**config.mk**
```make
export PLATFORM = sky130hd
export DESIGN_NAME = design_48_adder_flat
export DESIGN_NICKNAME = d
export VERILOG_FILES = /design/src/rtl/design_48_adder_if.sv /design/src/rtl/design_48_adder.sv /design/src/flat_wrapper.sv
export SDC_FILE = /design/constraint.sdc
export NUM_CORES = 1
export LEC_CHECK = 0
export BUFFER_PORTS_ARGS = -buffer_cell sky130_fd_sc_hd__buf_4
export CAP_MARGIN = 20
export CORE_ASPECT_RATIO = 1.75
export CORE_MARGIN = 2
export CORE_UTILIZATION = 45
export CTS_BUF_LIST = sky130_fd_sc_hd__clkbuf_4 sky130_fd_sc_hd__clkbuf_8
export DETAILED_ROUTE_END_ITERATION = 12
export PLACE_DENSITY = 0.82
export SLEW_MARGIN = 20
export SYNTH_ARGS = -nofsm -noshare
export SYNTH_HDL_FRONTEND = slang
export SYNTH_SLANG_ARGS = --single-unit
```
**constraint.sdc**
```tcl
create_clock -name clk -period 1.2 [get_ports clk]
set_input_delay 0.06 -clock clk [delete_from_list [all_inputs] [get_ports clk]]
set_output_delay 0.06 -clock clk [all_outputs]
set_load 0.05 [all_outputs]
```
**src/rtl/design_48_adder_if.sv**
```systemverilog
`default_nettype none
// +----------------------------------------------------------------------------+
// | design_48_adder_if : start/operand/result bundle for the registered adder  |
// | Revision 1.0                                                               |
// +----------------------------------------------------------------------------+
interface design_48_adder_if #(
  parameter int W = 16
);
  logic         start;
  logic [W-1:0] a;
  logic [W-1:0] b;
  logic [W-1:0] y;
  logic         valid;

  modport master (output start, output a, output b, input y, input valid);
  modport slave  (input start, input a, input b, output y, output valid);
endinterface
`default_nettype wire

```
**src/rtl/design_48_adder.sv**
```systemverilog
`default_nettype none
// +----------------------------------------------------------------------------+
// | design_48_adder : latency-1 registered W-bit adder with start/valid strobe |
// | Revision 1.0                                                               |
// +----------------------------------------------------------------------------+
module design_48_adder #(
  parameter int W = 16
) (
  input  wire logic         clk,
  input  wire logic         rst,
  design_48_adder_if.slave  bus
);

  logic [W-1:0] y_q;
  logic [W-1:0] y_d;
  logic         valid_q;
  logic         valid_d;

  // Carry-out is dropped on purpose: the result wraps modulo 2^W.
  always_comb begin
    y_d     = y_q;
    valid_d = 1'b0;
    if (bus.start) begin
      y_d     = bus.a + bus.b;
      valid_d = 1'b1;
    end
  end

  always_ff @(posedge clk or posedge rst) begin
    if (rst) begin
      y_q     <= '0;
      valid_q <= 1'b0;
    end else begin
      y_q     <= y_d;
      valid_q <= valid_d;
    end
  end

  assign bus.y     = y_q;
  assign bus.valid = valid_q;

endmodule
`default_nettype wire

```
**src/flat_wrapper.sv**
```systemverilog
// flat-port wrapper written by rule: the top's interface ports become plain ports
module design_48_adder_flat 
#(
  parameter int W = 16
)
  (clk, rst, bus_start, bus_a, bus_b, bus_y, bus_valid);
  design_48_adder_if #(.W(W)) bus_i ();
  input  wire logic clk;
  input  wire logic rst;
  input wire logic [$bits(bus_i.start)-1:0] bus_start;
  input wire logic [$bits(bus_i.a)-1:0] bus_a;
  input wire logic [$bits(bus_i.b)-1:0] bus_b;
  output wire logic [$bits(bus_i.y)-1:0] bus_y;
  output wire logic [$bits(bus_i.valid)-1:0] bus_valid;
  assign bus_i.start = bus_start;
  assign bus_i.a = bus_a;
  assign bus_i.b = bus_b;
  assign bus_y = bus_i.y;
  assign bus_valid = bus_i.valid;
  design_48_adder #(.W(W)) u_core (.clk(clk), .rst(rst), .bus(bus_i));
endmodule
```
== Word level (Yosys, flattened, before mapping) ==
Cells that the tools add are included.

* Flip-flop bits (word level): 17
* Output and inout port bits: 17
* Word-level logic and storage cells: 4

* Add/sub/neg operators: 1
* Muxes and demuxes: 1

{| class="wikitable"
|+ Operators with widths
! operator !! count
|-
| adder 16 bit || 1
|-
| 2-to-1 mux 1 bit || 1
|}

== Logic depth before layout (Yosys ltp) ==
Gate-level depths: netlist (run 1).

* Depth in word-level cells: 1
* Depth in mapped cells: 7

== Least setup slack after synthesis (run 1) ==
OpenSTA, ideal clock, no wires.

* Path type: input port to flip-flop
* Start point: input port bus_b[0]
* End point: register u_core.y_q[14], in the netlist u_core.bus.y[14]
* Data arrival time: 1.792 ns
* Data required time: 1.050 ns
* Path slack: -0.743 ns
* Stages on the path: 7
* Buffers on the path: 0
* Cells stage by stage: ha_1 > fa_1 > a21o_1 > a221o_1 > a32oi_1 > mux2i_1 > o311ai_0

* Longest elaborated chain between the ends: 1

{| class="wikitable"
|+ Ends and longest elaborated chain
! element !! RTL line !! source
|-
| start, declared || flat_wrapper.sv:12 || <nowiki>input wire logic [$bits(bus_i.b)-1:0] bus_b;</nowiki>
|-
| adder 16 bit || design_48_adder.sv:24 || <nowiki>y_d = bus.a + bus.b;</nowiki>
|-
| end signal, assigned || design_48_adder.sv:34 || <nowiki>y_q <= y_d;</nowiki>
|-
| end, declared || design_48_adder.sv:14 || <nowiki>logic [W-1:0] y_q;</nowiki>
|}

No other way between the ends.
A chain may end at the register's enable or synchronous reset.

== Worst setup path in the final report (run 1) ==
* Start point: input port bus_a[0]
* End point: register u_core.y_q[8], in the netlist u_core.bus.y[8]

* Longest elaborated chain between the ends: 1

{| class="wikitable"
|+ Ends and longest elaborated chain
! element !! RTL line !! source
|-
| start, declared || flat_wrapper.sv:11 || <nowiki>input wire logic [$bits(bus_i.a)-1:0] bus_a;</nowiki>
|-
| adder 16 bit || design_48_adder.sv:24 ||
|}

No other way between the ends.

==> run metrics, run 1 <==
critical path buffer and inverter count 1; failing checks negative setup slack; Worst EP arrival around 1.9 ns; Hold Path Class input pin to flip-flop; wire length per cell approximately 20 um; Gate Count Post-Synth 150; clk_skew 0 ns; Netlist cell types 38; Yosys top cell area share between 30 and 40%; Slew @ Worst Pin between 0.4 and 0.5 ns; critical path fanouts, max 4; ANT nets after route 0; worst endpoint required time approximately 1.4 ns; vias in the first global route 1718; PortBufs a little over 50; Synth Area in XOR/XNOR 5.62%; R2R Setup Slk 0.07 ns; DR iter-0 viols 41; first-pass GRT wire length 7620 um; Setup crit start kind input pin; Die X roughly 46 um; Placed Area roughly 0.0021 mm^2; largest net degree at the start of global routing 18; asr flop ratio synth between 90% and 100%; maximum clock rate between 500 and 600 MHz; Synth area leader dfrtp_1; Area Growth Syn to Fin 73.1%; number of cell rows 26; setup TNS -4.54 ns; Slew Viols, Final 0; unrepaired setup endpoints after global routing yes; CP peak stage delay between 0.4 and 0.5 ns; CTS sink cnt 17; pre-CTS setup slack -0.845 ns; clk_lat worst skew 0.26 ns; period utilization 149%; cell area power density between 1000 and 1500 mW/mm^2; adder-cell share of the synthesized area around 15%; met2 GRT Util a little over half; # nets final 292; layout cells sized above 1 a little under three fifths; H-tree depth 1; GR Util met1 a little over a quarter; complex-gate fraction of the synthesized area about a quarter; First-pass DRT Iterations 4; nature of the critical path endpoint flip-flop; Post-synth top flop dfrtp_1; TritonCTS buffer count 3; GRT Overall Usage 28.8%; Fin. Hold Viols 0; antenna violations before repair 0; I/O pins 52; Syn Area/Cell slightly above 9 um^2; slowest stage cell on the critical path a221o_2; Initial Util a little under half; post-route insts no fill 282; Max Cap Violations 0; grt peak-use layer met2; #FFs+latches synth 17; total power a little under 3 mW; Worst-path clk slew around 0.070 ns; Synth Net Count approximately 200; routability cong. between 0.9 and 1; register area share after synthesis between 30% and 40%; endpoints failing setup 12; via count between 1500 and 2000; largest family of logic cells by synthesized area compound AO/OA/AOI/OAI gates; core area 0.00296 mm^2; total DRC errors in the routed layout 0; Clock Path Buffers 2; cell count after placement ~270; crit path cell chain buf_6 > ha_4 > fa_2 > a21o_1 > a221o_2 > a21oi_2 > nor3_2 > a311o_1; count of flip-flops with a built-in enable after synthesis 0; Max-slew headroom 72.4%; HPWL after DPL roughly 3500 um; Root Driver clkbuf_8; crit path time final about 1.8 ns; Top Family by Delay on Critical Path compound AO/OA/AOI/OAI gates; WL final ~5500 um; die height between 70 and 80 um; top post-synthesis cells by area dfrtp_1 30%, ha_1 13%, mux2_2 6.4%, a21oi_1 4.6%, xnor2_1 4.4%; gr ovfl total 0; Via-to-Cell Ratio between 5 and 6; final worst slack -0.584 ns; CTS tree done; Max VDD drop roughly 0.8 mV; post-route design area about 0.0024 mm^2; status finished, violations left; mapped cell area 0.00140 mm^2; full die area about 0.0036 mm^2; YS warnings 0; post-synthesis mux area share 8.21%; Final Util around 80%; final hold slack between 0.1 and 0.15 ns; diodes inserted 0; static leakage approximately 1.2 nW; met3 Track Usage GR 3.49%; crit path kind input pin to flip-flop; Simple-Gate Fraction of Synth Area 13.2%
[cells in the final DEF (no fill, tap or decap), types with 3 or more instances in the layout]
cell	instances
buf_4	87
dfrtp_1	17
nand2_1	13
a21oi_1	9
ha_1	9
nor2_1	8
a21o_1	6
xnor2_1	6
mux2_4	6
buf_6	6
ha_4	5
inv_1	3
and3_1	3
nand4_1	3
nand3_1	3
o21ai_1	3
mux2_2	3
a21oi_2	3
clkbuf_8	3
[flip-flops by register name (all words and copies together), names as in the netlist]
signal / count
u_core.bus.valid: 1
u_core.bus.y: 16
[what timing repair did]
item	in CTS	in global routing
endpoints found under the hold margin	17	0
gates cloned	0	0
hold buffers	1	0
endpoints found under the setup margin	12	12
gates resized for setup	22	19
pin swaps	17	17
buffers inserted	4	7
[cells in the mapped netlist (3+ instances only)]
cell      number
nor2_1         9
dfrtp_1       17
o21ai_0        7
mux2_2         8
nand4_1        3
clkbuf_1       6
nand2_1       14
xnor2_1        7
a21oi_1       13
a21o_1         6
a221o_1        3
a211oi_1       3
ha_1          15
nand3_1        3
inv_1          3
and3_1         4
[where the power goes]
group | total [mW] | internal (mW) | switching (mW)
Combinational | 1.71 | 0.731 | 0.983
Sequential | 0.785 | 0.695 | 0.0904
Clock | 0.446 | 0.231 | 0.215
[final cells by class]
| type | count | area, um^2 |
|---|---|---|
| multi-input cells | 122 | 1160 |
| fillers | 176 | 532 |
| clock buffers | 3 | 41.3 |
| clock inverters | 1 | 5.00 |
| repair buffers | 94 | 731 |
| flip-flops and latches | 17 | 425 |
| well taps | 42 | 52.6 |
| inverters | 3 | 11.3 |
[layer usage]
| metal | wire (um) | vias to the layer above |
|---|---|---|
| met4 | 325 | 0 |
| met1 | 1810 | 783 |
| met2 | 3160 | 78 |
| li1 | - | 745 |
| met3 | 222 | 29 |
| met5 | 0 | - |
[path summary, 6_finish.rpt]
check / from / to / cells after the start
setup / recovery: bus_a[0] / u_core.bus.y[8]$_DFFE_PP0P_ / 8
hold / removal: bus_b[0] / u_core.bus.y[0]$_DFFE_PP0P_ / 3
setup reg to reg: u_core.bus.y[8]$_DFFE_PP0P_ / u_core.bus.y[8]$_DFFE_PP0P_ / 2
hold reg to reg: u_core.bus.y[11]$_DFFE_PP0P_ / u_core.bus.y[11]$_DFFE_PP0P_ / 1
max in group asynchronous: rst / u_core.bus.y[4]$_DFFE_PP0P_ / 4
min in group asynchronous: rst / u_core.bus.y[11]$_DFFE_PP0P_ / 4
[kinds of logic after synthesis]
kind of cell               count (synthesis)
adders and majority gates                 16
and+or+nand+nor                           39
AOI/OAI and AO/OA                         48
xor gates and xnor gates                   9
muxes                                     10
buffers and inverters                     11
DFF                                       17
[worst min-delay path: cells and delay by family]
family,cells,cell delay (ns)
mux,1,0.13
fa+ha+maj,1,0.10
buf+inv,1,0.07
No activity file was read; power rests on OpenSTA's default activity.
==> inputs of run 2 (changes only) <==
- clock period: 1.2 -> 2.18 ns (I/O delays scaled with it)
==> run 2 against run 1 <==
Effect of this change:
- flip-flop and latch count is the same
- sequential share of layout area grew 5.1 points
- die area is the same
- critical endpoint is now u_core.bus.y[14]$_DFFE_PP0P_
- sequential power shrank 46%
- the flow now finishes without violations
==> run metrics, run 2 (synthesis gave the netlist of run 1 again) <==
status completed; Final Util 63.4%; Max Cap Violations 0; full die area between 0.003 and 0.004 mm^2; Worst EP arrival around 2 ns; Die X between 40 and 50 um; wire length per cell around 14 um; Root Driver clkbuf_8; worst endpoint required time 2.30 ns; Critical Path Start bus_b[0]; Sw Pwr 0.589 mW; Slew Viols, Final 0; final hold slack 0.113 ns; setup TNS 0 ns; Initial Util 47.4%; R2R Setup Slk 1.00 ns; First-pass DRT Iterations 4; I/O pins between 50 and 60; TritonCTS buffer count 3; Max-slew headroom between 50 and 60%; die height a little under 80 um; CP peak stage delay ~0.42 ns; diodes inserted 0; Hold Path Class input pin to flip-flop; via count approximately 1400; Area Growth Syn to Fin 33.9%; clk_skew 0 ns; Pint just under 0.8 mW; CTS sink cnt 17; min-delay src bus_start; crit path time final ~1.9 ns; crit path cell chain buf_4 > ha_1 > fa_1 > a21o_1 > a221o_1 > a32oi_1 > mux2i_1 > o311ai_0; hold path depth 1; Worst-path clk slew 0.07 ns; cell count after placement between 200 and 250; clk_lat worst skew between 0.2 and 0.3 ns; crit path kind input pin to flip-flop; DR iter-0 viols 41; cell area power density 730 mW/mm^2; antenna violations before repair 0; largest net degree at the start of global routing 22; Max VDD drop 0.439 mV; Top Family by Delay on Critical Path compound AO/OA/AOI/OAI gates; combinational fraction of design power 52.0%; critical path buffer and inverter count 1; critical path fanouts, max 4; Worst R2R Start u_core.bus.y[8]$_DFFE_PP0P_; core area 0.00296 mm^2; sw frac between 40% and 50%; Reg2Reg Depth 2; # nets final between 200 and 300; ANT nets after route 0; number of cell rows 26; period utilization between 80% and 90%; layout cells sized above 1 33.5%; Fin. Hold Viols 0; Crit Reg-Reg Endpoint u_core.bus.y[8]$_DFFE_PP0P_; CTS tree done; total DRC errors in the routed layout 0; gr ovfl total 0; post-route insts no fill between 200 and 250; max reg flops 16; H-tree depth 1; maximum clock rate about 520 MHz; nature of the critical path endpoint flip-flop; WL final 3440 um; vias in the first global route 1332; Slew @ Worst Pin between 0.6 and 0.7 ns; most frequent cells in the layout 53 x buf_4, 17 x dfrtp_1, 15 x ha_1; WHS Endpoint u_core.bus.valid$_DFF_PP0_; HPWL after DPL between 2000 and 3000 um; Setup crit start kind input pin; clock power share between 10% and 20%; pre-CTS setup slack -0.00685 ns; PortBufs between 50 and 60; static leakage about 0.9 nW; most common cell after layout, fill and taps aside buf_4; endpoints failing setup 0; final worst slack 0.260 ns; slowest stage cell on the critical path a221o_1; Post-CTS Resized 0; unrepaired setup endpoints after global routing no; Via-to-Cell Ratio 5.67; Clock Path Buffers 2; GRT Overall Usage about 21%; Flop pwr share 30.6%; first-pass GRT wire length roughly 5700 um; routability cong. between 0.8 and 0.9
-- run 2: changes by cell type in the layout (fill, tap and decap cells not counted), moves of 5 or more --
cell | before | now
mux2_2 | 3 | 8
mux2_4 | 6 | 1
ha_4 | 5 | 0
ha_1 | 9 | 15
buf_6 | 6 | 0
buf_4 | 87 | 53
o21ai_0 | 2 | 7
-- run 2: layout make-up --
type	count	area [um^2]
clock buffer	3	41.3
clock inverter	1	5.00
fill	258	1080
inverter	3	11.3
multi-input combinational	122	935
sequential	17	425
tap	42	52.6
timing repair buffer	54	408
-- run 2: how the worst max path moves through the flow --
stage	to	slack [ns]	depth (start not counted)
2_1_floorplan	u_core.bus.y[14]$_DFFE_PP0P_	0.19	7
3_3_place_gp	u_core.bus.y[14]$_DFFE_PP0P_	0.02	8
3_5_place_dp	u_core.bus.y[14]$_DFFE_PP0P_	-0.007	8
4_1_cts	u_core.bus.y[14]$_DFFE_PP0P_	0.27	8
5_1_grt	u_core.bus.y[14]$_DFFE_PP0P_	0.13	8
6_report	u_core.bus.y[14]$_DFFE_PP0P_	0.26	8
-- run 2: worst reg2reg max path: cells and delay by family, from the launching register on --
| family | cells | cell delay, ns |
|---|---|---|
| compound gates | 2 | 0.67 |
| flops | 1 | 0.40 |
-- run 2: power by group through the flow --
stage / Sequential [mW] / Clock [mW] / Combinational [mW]
floorplan: 0.658 / 0 / 0.256
global placement: 0.422 / 0 / 0.700
detailed placement: 0.426 / 0 / 0.712
CTS: 0.420 / 0.246 / 0.715
global route: 0.428 / 0.262 / 0.760
finish: 0.420 / 0.239 / 0.713
-- run 2: metrics by stage --
| step | total power [mW] | cell area (um^2) |
|---|---|---|
| after CTS | 1.38 | 1880 |
| final | 1.37 | 1880 |
| after detailed placement | 1.14 | 1820 |
| after global routing | 1.45 | 1880 |
| after floorplan | 0.915 | 1400 |
| after global placement | 1.12 | 1820 |
-- run 2: routing by layer --
metal  GRT usage [%]  vias up  part of all wire, %
li1                -      662                    -
met1            23.8      644                   38
met2            36.0       54                   53
met3            2.33       13                  4.4
met4            13.7        0                  4.5
met5               0        -                    0
-- run 2: repair_timing --
action	in CTS	in global routing
hold endpoints to repair	17	0
hold buffers	1	0
buffers inserted	0	0
